===== config.mk =====
export PLATFORM = sky130hd
export DESIGN_NAME = pipeline_control
export DESIGN_NICKNAME = d
export VERILOG_FILES = /design/src/rtl/pipeline_control.sv
export SDC_FILE = /design/constraint.sdc
export NUM_CORES = 1
export LEC_CHECK = 0
export ABC_AREA = 0
export CORE_MARGIN = 5
export CORE_UTILIZATION = 27
export CTS_CLUSTER_SIZE = 25
export DETAILED_ROUTE_END_ITERATION = 6
export GPL_TIMING_DRIVEN = 0
export HOLD_SLACK_MARGIN = 0.05
export PLACE_DENSITY = 0.63
export SLEW_MARGIN = 0
export SYNTH_ARGS = -nofsm -noshare
export SYNTH_HDL_FRONTEND = slang
export SYNTH_SLANG_ARGS = --single-unit

===== constraint.sdc =====
create_clock -name clock -period 1.36 [get_ports clock]
set_input_delay 0.136 -clock clock [delete_from_list [all_inputs] [get_ports clock]]
set_output_delay 0.136 -clock clock [all_outputs]
set_load 0.005 [all_outputs]

===== src/rtl/pipeline_control.sv =====
// pipeline_control: control unit for a 5-stage pipeline.
// Decodes the instruction in ID and carries its controls through the
// ID/EX, EX/MEM and MEM/WB stages. Resolves branches in EX, detects
// load-use hazards and selects the forwarding sources for the EX operands.
module pipeline_control #(
   parameter int REGW = 5
) (
   input  logic            clock,
   input  logic            reset,
   input  logic [2:0]      opcode,
   input  logic [1:0]      func,
   input  logic [REGW-1:0] ra_id,
   input  logic [REGW-1:0] rb_id,
   input  logic [REGW-1:0] rw_id,
   input  logic [REGW-1:0] ra_ex,
   input  logic [REGW-1:0] rb_ex,
   input  logic [REGW-1:0] rw_mem,
   input  logic [REGW-1:0] rw_wb,
   input  logic            zero,
   output logic [1:0]      branch,
   output logic [1:0]      ext_sel,
   output logic            rb_sel,
   output logic            opb_sel,
   output logic            alu_func,
   output logic [1:0]      forward_ra,
   output logic [1:0]      forward_rb,
   output logic            wm_en,
   output logic            wd_sel,
   output logic            wr_en,
   output logic            stall,
   output logic            flush
);

   localparam logic [2:0] OP_ALU = 3'b000;
   localparam logic [2:0] OP_LDR = 3'b010;
   localparam logic [2:0] OP_STR = 3'b011;
   localparam logic [2:0] OP_B   = 3'b100;
   localparam logic [2:0] OP_BEQ = 3'b101;

   // Controls held by the ID/EX stage; rw is kept so a load in EX can be
   // compared against the source registers of the instruction in ID.
   typedef struct packed {
      logic            valid;
      logic            opb_sel;
      logic            alu_func;
      logic            wm_en;
      logic            wd_sel;
      logic            wr_en;
      logic            is_ldr;
      logic            is_b;
      logic            is_beq;
      logic [REGW-1:0] rw;
   } idex_t;

   typedef struct packed {
      logic valid;
      logic wm_en;
      logic wd_sel;
      logic wr_en;
   } exmem_t;

   typedef struct packed {
      logic valid;
      logic wd_sel;
      logic wr_en;
   } memwb_t;

   idex_t  dec_s;
   idex_t  idex_d;
   idex_t  idex_q;
   exmem_t exmem_d;
   exmem_t exmem_q;
   memwb_t memwb_d;
   memwb_t memwb_q;

   logic uses_rb_s;
   logic taken_s;
   logic load_use_s;
   logic fwd_mem_ok_s;
   logic fwd_wb_ok_s;

   // Forwarding source for one EX operand: MEM beats WB when both match.
   function automatic logic [1:0] fwd_sel(
      input logic [REGW-1:0] src,
      input logic            mem_ok,
      input logic [REGW-1:0] mem_rw,
      input logic            wb_ok,
      input logic [REGW-1:0] wb_rw
   );
      logic [1:0] sel;
      if (mem_ok && (mem_rw == src)) begin
         sel = 2'b01;
      end else if (wb_ok && (wb_rw == src)) begin
         sel = 2'b10;
      end else begin
         sel = 2'b00;
      end
      return sel;
   endfunction

   // Decode the instruction in ID into its per-stage controls.
   always_comb begin
      dec_s       = '0;
      dec_s.valid = 1'b1;
      dec_s.rw    = rw_id;
      ext_sel     = 2'b00;
      rb_sel      = 1'b0;
      uses_rb_s   = 1'b0;
      case (opcode)
         OP_ALU: begin
            dec_s.opb_sel  = func[1];
            dec_s.alu_func = func[0];
            dec_s.wr_en    = 1'b1;
            uses_rb_s      = ~func[1];
         end
         OP_LDR: begin
            ext_sel        = 2'b01;
            dec_s.opb_sel  = 1'b1;
            dec_s.wd_sel   = 1'b1;
            dec_s.wr_en    = 1'b1;
            dec_s.is_ldr   = 1'b1;
         end
         OP_STR: begin
            ext_sel        = 2'b01;
            rb_sel         = 1'b1;
            dec_s.opb_sel  = 1'b1;
            dec_s.wm_en    = 1'b1;
            uses_rb_s      = 1'b1;
         end
         OP_B: begin
            ext_sel        = 2'b10;
            dec_s.alu_func = 1'b1;
            dec_s.is_b     = 1'b1;
         end
         OP_BEQ: begin
            ext_sel        = 2'b10;
            dec_s.alu_func = 1'b1;
            dec_s.is_beq   = 1'b1;
         end
         default: begin
            dec_s.valid = 1'b1;
         end
      endcase
   end

   // Branch resolution and load-use detection; a taken branch overrides a stall.
   always_comb begin
      taken_s    = idex_q.valid & (idex_q.is_b | (idex_q.is_beq & zero));
      load_use_s = idex_q.valid & idex_q.is_ldr &
                   ((idex_q.rw == ra_id) | ((idex_q.rw == rb_id) & uses_rb_s));
      flush      = taken_s;
      stall      = load_use_s & ~taken_s;
      if (taken_s) begin
         branch = 2'b01;
      end else begin
         branch = 2'b11;
      end
   end

   // Next-state for the control stages: bubble into ID/EX on flush or stall.
   always_comb begin
      if (taken_s || load_use_s) begin
         idex_d = '0;
      end else begin
         idex_d = dec_s;
      end
      exmem_d.valid  = idex_q.valid;
      exmem_d.wm_en  = idex_q.wm_en;
      exmem_d.wd_sel = idex_q.wd_sel;
      exmem_d.wr_en  = idex_q.wr_en;
      memwb_d.valid  = exmem_q.valid;
      memwb_d.wd_sel = exmem_q.wd_sel;
      memwb_d.wr_en  = exmem_q.wr_en;
   end

   // Stage registers with synchronous active-low reset.
   always_ff @(posedge clock) begin
      if (!reset) begin
         idex_q  <= '0;
         exmem_q <= '0;
         memwb_q <= '0;
      end else begin
         idex_q  <= idex_d;
         exmem_q <= exmem_d;
         memwb_q <= memwb_d;
      end
   end

   // Forwarding: a load in MEM has no data yet, so only non-load writers forward from MEM.
   always_comb begin
      fwd_mem_ok_s = exmem_q.valid & exmem_q.wr_en & ~exmem_q.wd_sel;
      fwd_wb_ok_s  = memwb_q.valid & memwb_q.wr_en;
      forward_ra   = fwd_sel(ra_ex, fwd_mem_ok_s, rw_mem, fwd_wb_ok_s, rw_wb);
      forward_rb   = fwd_sel(rb_ex, fwd_mem_ok_s, rw_mem, fwd_wb_ok_s, rw_wb);
   end

   assign opb_sel  = idex_q.opb_sel;
   assign alu_func = idex_q.alu_func;
   assign wm_en    = exmem_q.valid & exmem_q.wm_en;
   assign wd_sel   = memwb_q.wd_sel;
   assign wr_en    = memwb_q.valid & memwb_q.wr_en;

endmodule


### After elaboration in Yosys (flattened, before gate mapping)

Cells that the tools add are included.

* register bits after elaboration: 20
* input bits: 43

* bitwise operators: 16
* multiplexer cells: 15
* reductions and logical operators: 10
* equal/unequal tests: 10

Operator list (number)
* 5-bit equality test: 6
* 14-bit two-way mux: 1
* 1-bit AND: 10
* 2-bit two-way mux: 5
* 2-bit OR reduction: 4
* 3-bit by 2-bit equality test with 1-bit output, second input constant: 2
* 3-bit equality test, second input constant: 2
* 1-bit one-hot mux with 2 select lines: 3
* 1-bit two-way mux: 5
* 1-bit logical AND: 4
* 1-bit NOT: 4
* 2-bit one-hot mux with 2 select lines: 1
* 3-bit logical NOT: 1
* 1-bit bitwise OR: 2
* 1-bit logical OR: 1

### Depth between registers and ports, before layout

* depth after elaboration: 7
* gate-level depth with buffers: 5
* gate-level depth less buffers: 4

### Worst setup path after synthesis

Ideal clock, no wire load.

* path kind: reg2reg
* start: reg idex_q[4] (netlist bit)
* end: reg idex_q, in the netlist exmem_d[2]
* data required time: 1228 ps
* library setup time: 132 ps
* stages on the path, launching flop included: 6
* slack: -115 ps
* arrival: 1343 ps
* buffers on the path: 1
* period minus slack after synthesis: 1475 ps
* cells stage by stage: dfxtp_1 > xor2_1 > or3_1 > o211ai_1 > buf_2 > nor3b_1

* cells in the longest elaborated chain, start to end: 6
* elaborated cells on any way between the ends: 7
* those cells by class: eq/ne (2); bitwise (3); reduce/logical (2)

Ends and longest elaborated chain
* start: declaration: line 70 `idex_t idex_q;`
* start signal: assignment: line 183 `idex_q <= idex_d;`
* 5-bit equality test: line 150 `((idex_q.rw == ra_id) | ((idex_q.rw == rb_id) & uses_rb_s));`
* 1-bit AND: line 150
* 1-bit bitwise OR (*): line 150
* 1-bit AND (*): line 149 `load_use_s = idex_q.valid & idex_q.is_ldr &`
* 1-bit logical OR (*): line 162 `if (taken_s || load_use_s) begin`
* 2-bit OR reduction (no line) (*)

Every way passes the cells marked *; elsewhere a longest branch is shown, timed or not.
A chain may end at the register's enable or synchronous reset.

### Worst setup path after layout

* start: reg exmem_q[1] (netlist bit)
* end: out forward_ra[1]

* cells in the longest elaborated chain, start to end: 4

Ends and longest elaborated chain
* start: declaration: line 72 `exmem_t exmem_q;`
* start signal: assignment: line 184 `exmem_q <= exmem_d;`
* 1-bit NOT: line 191 `fwd_mem_ok_s = exmem_q.valid & exmem_q.wr_en & ~exmem_q.wd_sel;`
* 1-bit AND: line 191
* 1-bit logical AND: line 91 `if (mem_ok && (mem_rw == src)) begin`
* 2-bit two-way mux: line 91
* end: declaration: line 25 `output logic [1:0] forward_ra,`

No other way between the ends.

==> impl_metrics.csv <==
group,metric,value,unit
placement,place_inst,211,
detailed_routing,drc,0,
critical_path,path_max_fanout,2,
grt,grt_max_degree,12,
power,power.total,1410,uW
placement,dp_hpwl,2250,um
critical_path,slowest_stage,"or4_4",
cts,cts_tree,"built",
power,intPower,1070,uW
logic_synthesis,synth_nets,149,
logic_synthesis,synth.ff_latch_count,20,
cts,cts_max_path_buffers,2,
detailed_routing,wl_per_cell,13.7,um
critical_path,rrSetupSlack,-180,ps
logic_synthesis,yosys.area_share.simple,27.4,%
detailed_routing,finalWirelength,3080,um
sta,fin_crit_sh,129,%
critical_path,crit_path_end_kind,"primary output",
layout,multi_input_area,714,um^2
sta,holdWs,106,ps
logic_synthesis,synthAdderAreaFrac,0,%
sta,period_needed,1750,ps
detailed_routing,drt_iter0_drc,12,
layout,syn_to_final_growth,84.6,%
layout,layout_common_cells,"clkdlybuf4s50_1 (34), xnor2_1 (15), xor2_1 (13), dfxtp_1 (13), dlygate4sd2_1 (13)",
sta,fin_ws,-393,ps
grt,grt_pass1_vias,1043,
logic_synthesis,synth_xor_area_share,25.9,%
power,sw_frac_of_total,24.0,%
layout,mostFrequentLayoutCell,"clkdlybuf4s50_1",
logic_synthesis,synth_top_family_by_area,"simple AND/OR/NAND/NOR gates",
detailed_routing,firstDrtPassIters,4,
min_path,hp-class,"input pin to flip-flop",
power,clockPowerShare,32.1,%
placement,dp_slack,-1050,ps
flow_run,maxCapViolations,0,
power,power_density,753,mW/mm^2
layout,final_layout_size_suffix_gt1_share,31.1,%
logic_synthesis,syn_avg_cell_area,9.56,um^2
detailed_routing,via_count,1003,
grt,grtUsageTotal,11.5,%
die,die_x,71.3,um
grt,antenna_found_initial,0,
power,p_comb_share,23.5,%
logic_synthesis,netlist_instances,106,
status,violations,"negative setup slack",
min_path,whs_path_depth,2,
power,power.leakage,0.000797,uW
layout,seqCellArea,409,um^2
die,ios,59,
power,ir_drop,0.440,mV
placement,place_congestion,0.868,
placement,io_buffers,57,
logic_synthesis,ys.warnings.count,0,
layout,n_fill_cell,343,
cts,htreeDepth,1,
die,initial_core_util,27.7,%
die,die_height,71.3,um
logic_synthesis,synth_cell_type_count,26,
layout,final_cells,225,
power,p_switching,338,uW
sta,timing.setup.tns,-3400,ps
sta,drv_slew,0,
critical_path,worstSetupPathType,"flip-flop to primary output",
sta,fmax,571,MHz
critical_path,cp-start-kind,"flip-flop",
die,die_area,0.00508,mm^2
logic_synthesis,synthesis.area,0.00101,mm^2
die,rows,22,
power,power_frac_seq,44.4,%
sta,finalClockSkew,2.81,ps
cts,clock-sinks,20,
critical_path,crit_required,1220,ps
grt,grt-ovfl-total,0,
cts,clk_pin_slew_worst_paths,70,ps
logic_synthesis,muxShareOfSynthArea,0,%
critical_path,path_cells,"nand3b_1 > or4_4 > nor3_4 > buf_4 > nor4_2 > buf_2",
detailed_routing,via_per_inst,4.46,
cts,insertion_delay,260,ps
sta,setup_viol,18,
logic_synthesis,synth-compound-area-share,4.44,%
status,run_status,"complete, but fails checks",
detailed_routing,ant_nets,0,
grt,grt_first_pass_wirelength,4690,um
cts,numCtsBuffers,3,
layout,final_net_count,221,
critical_path,r2r_cells,6,
cts,cts_root_buffer,"clkbuf_8",
sta,finalHoldViolations,0,
layout,diodes,0,
die,core,0.00366,mm^2
logic_synthesis,synth.yosys.seq_area_share,39.5,%
critical_path,crit_arrival,1620,ps
sta,rsz0062_at_grt,"true",
critical_path,slowest_delay,440,ps
critical path: cells and delay by family, from the launching register on:
kind,cells,cell delay (ps)
AND/OR/NAND/NOR,4,800
flip-flops,1,310
buffers and inverters,2,270
state kept, by name, indices dropped and copies added, names as in the netlist:
| register | count |
|---|---|
| exmem_q | 4 |
| alu_func | 1 |
| exmem_d | 3 |
| memwb_q | 2 |
| idex_q | 8 |
| wd_sel | 1 |
| opb_sel | 1 |
metrics by stage:
stage | utilization [%] | area, um^2
floorplan | - | 1030
global placement | 45.2 | 1660
detailed placement | 45.2 | 1660
CTS | 49.6 | 1820
global route | 51.1 | 1870
finish | 51.1 | 1870
synthesized netlist by cell type:
cell      number  area, um^2
nor3_4         1        16.3
nand3_1        1        5.00
or4_1          2        15.0
nor4_1         5        31.3
nor2_1         2        7.51
o211ai_1       1        7.51
a21o_1         1        7.51
and2_1         8        50.1
or3_1          2        12.5
nor3_1         3        15.0
xor2_1        15         131
nand4_1        3        18.8
buf_4          1        7.51
inv_1          3        11.3
xnor2_1       15         131
conb_1         1        3.75
a211o_1        1        8.76
and2_2         1        7.51
nand2_1        5        18.8
o32a_2         1        11.3
nor3b_1        8        60.1
nand3b_1       1        7.51
a21oi_1        2        10.0
buf_2          1        5.00
nor2b_1        2        12.5
dfxtp_1       20         400
power by group through the flow:
stage	logic (uW)	clock network, uW	registers (uW)
2_1_floorplan	116	0	634
3_3_place_gp	302	0	636
3_5_place_dp	302	0	636
4_1_cts	319	465	625
5_1_grt	355	502	629
6_report	331	452	626
worst paths after layout:
path / end / startpoint
min reg2reg: exmem_q[2]$_SDFF_PN0_ / exmem_d[2]$_SDFF_PP0_
max reg2reg: opb_sel$_SDFF_PP0_ / idex_q[3]$_SDFF_PP0_
max: forward_ra[1] / exmem_q[1]$_SDFF_PN0_
min: alu_func$_SDFF_PP0_ / opcode[1]
what timing repair did:
action	4_1_cts	5_1_grt
pin swaps	14	8
gates cloned	1	0
hold buffers	0	0
setup buffers	6	4
endpoints found under the setup margin	24	21
gates resized for setup	60	19
metal layers:
metal  GRT usage, %  wire length, um  share of wire (%)  vias to the layer above
met5              0                0                  0                        -
met4           2.51               38                1.2                        0
met2           20.2             1420                 46                       55
li1               -                -                  -                      500
met1           13.5             1260                 41                      445
met3           4.07              363                 12                        3
cell families (layout without fill, tap and decap cells):
logic type,count (synthesis),in the layout
and+or+nand+nor,44,44
xor gates and xnor gates,30,30
DFF,20,20
AOI/OAI and AO/OA,6,6
buffers and inverters,5,76
other,1,1
area by class of cell:
cell class	instances	area share (%)
sequential	20	21.9
tap	48	3.21
clock buffer	4	2.94
inverter	3	0.602
timing repair buffer	67	32.2
multi-input combinational	81	38.2
buffer	2	1.00
No activity file was read; power rests on OpenSTA's default activity.
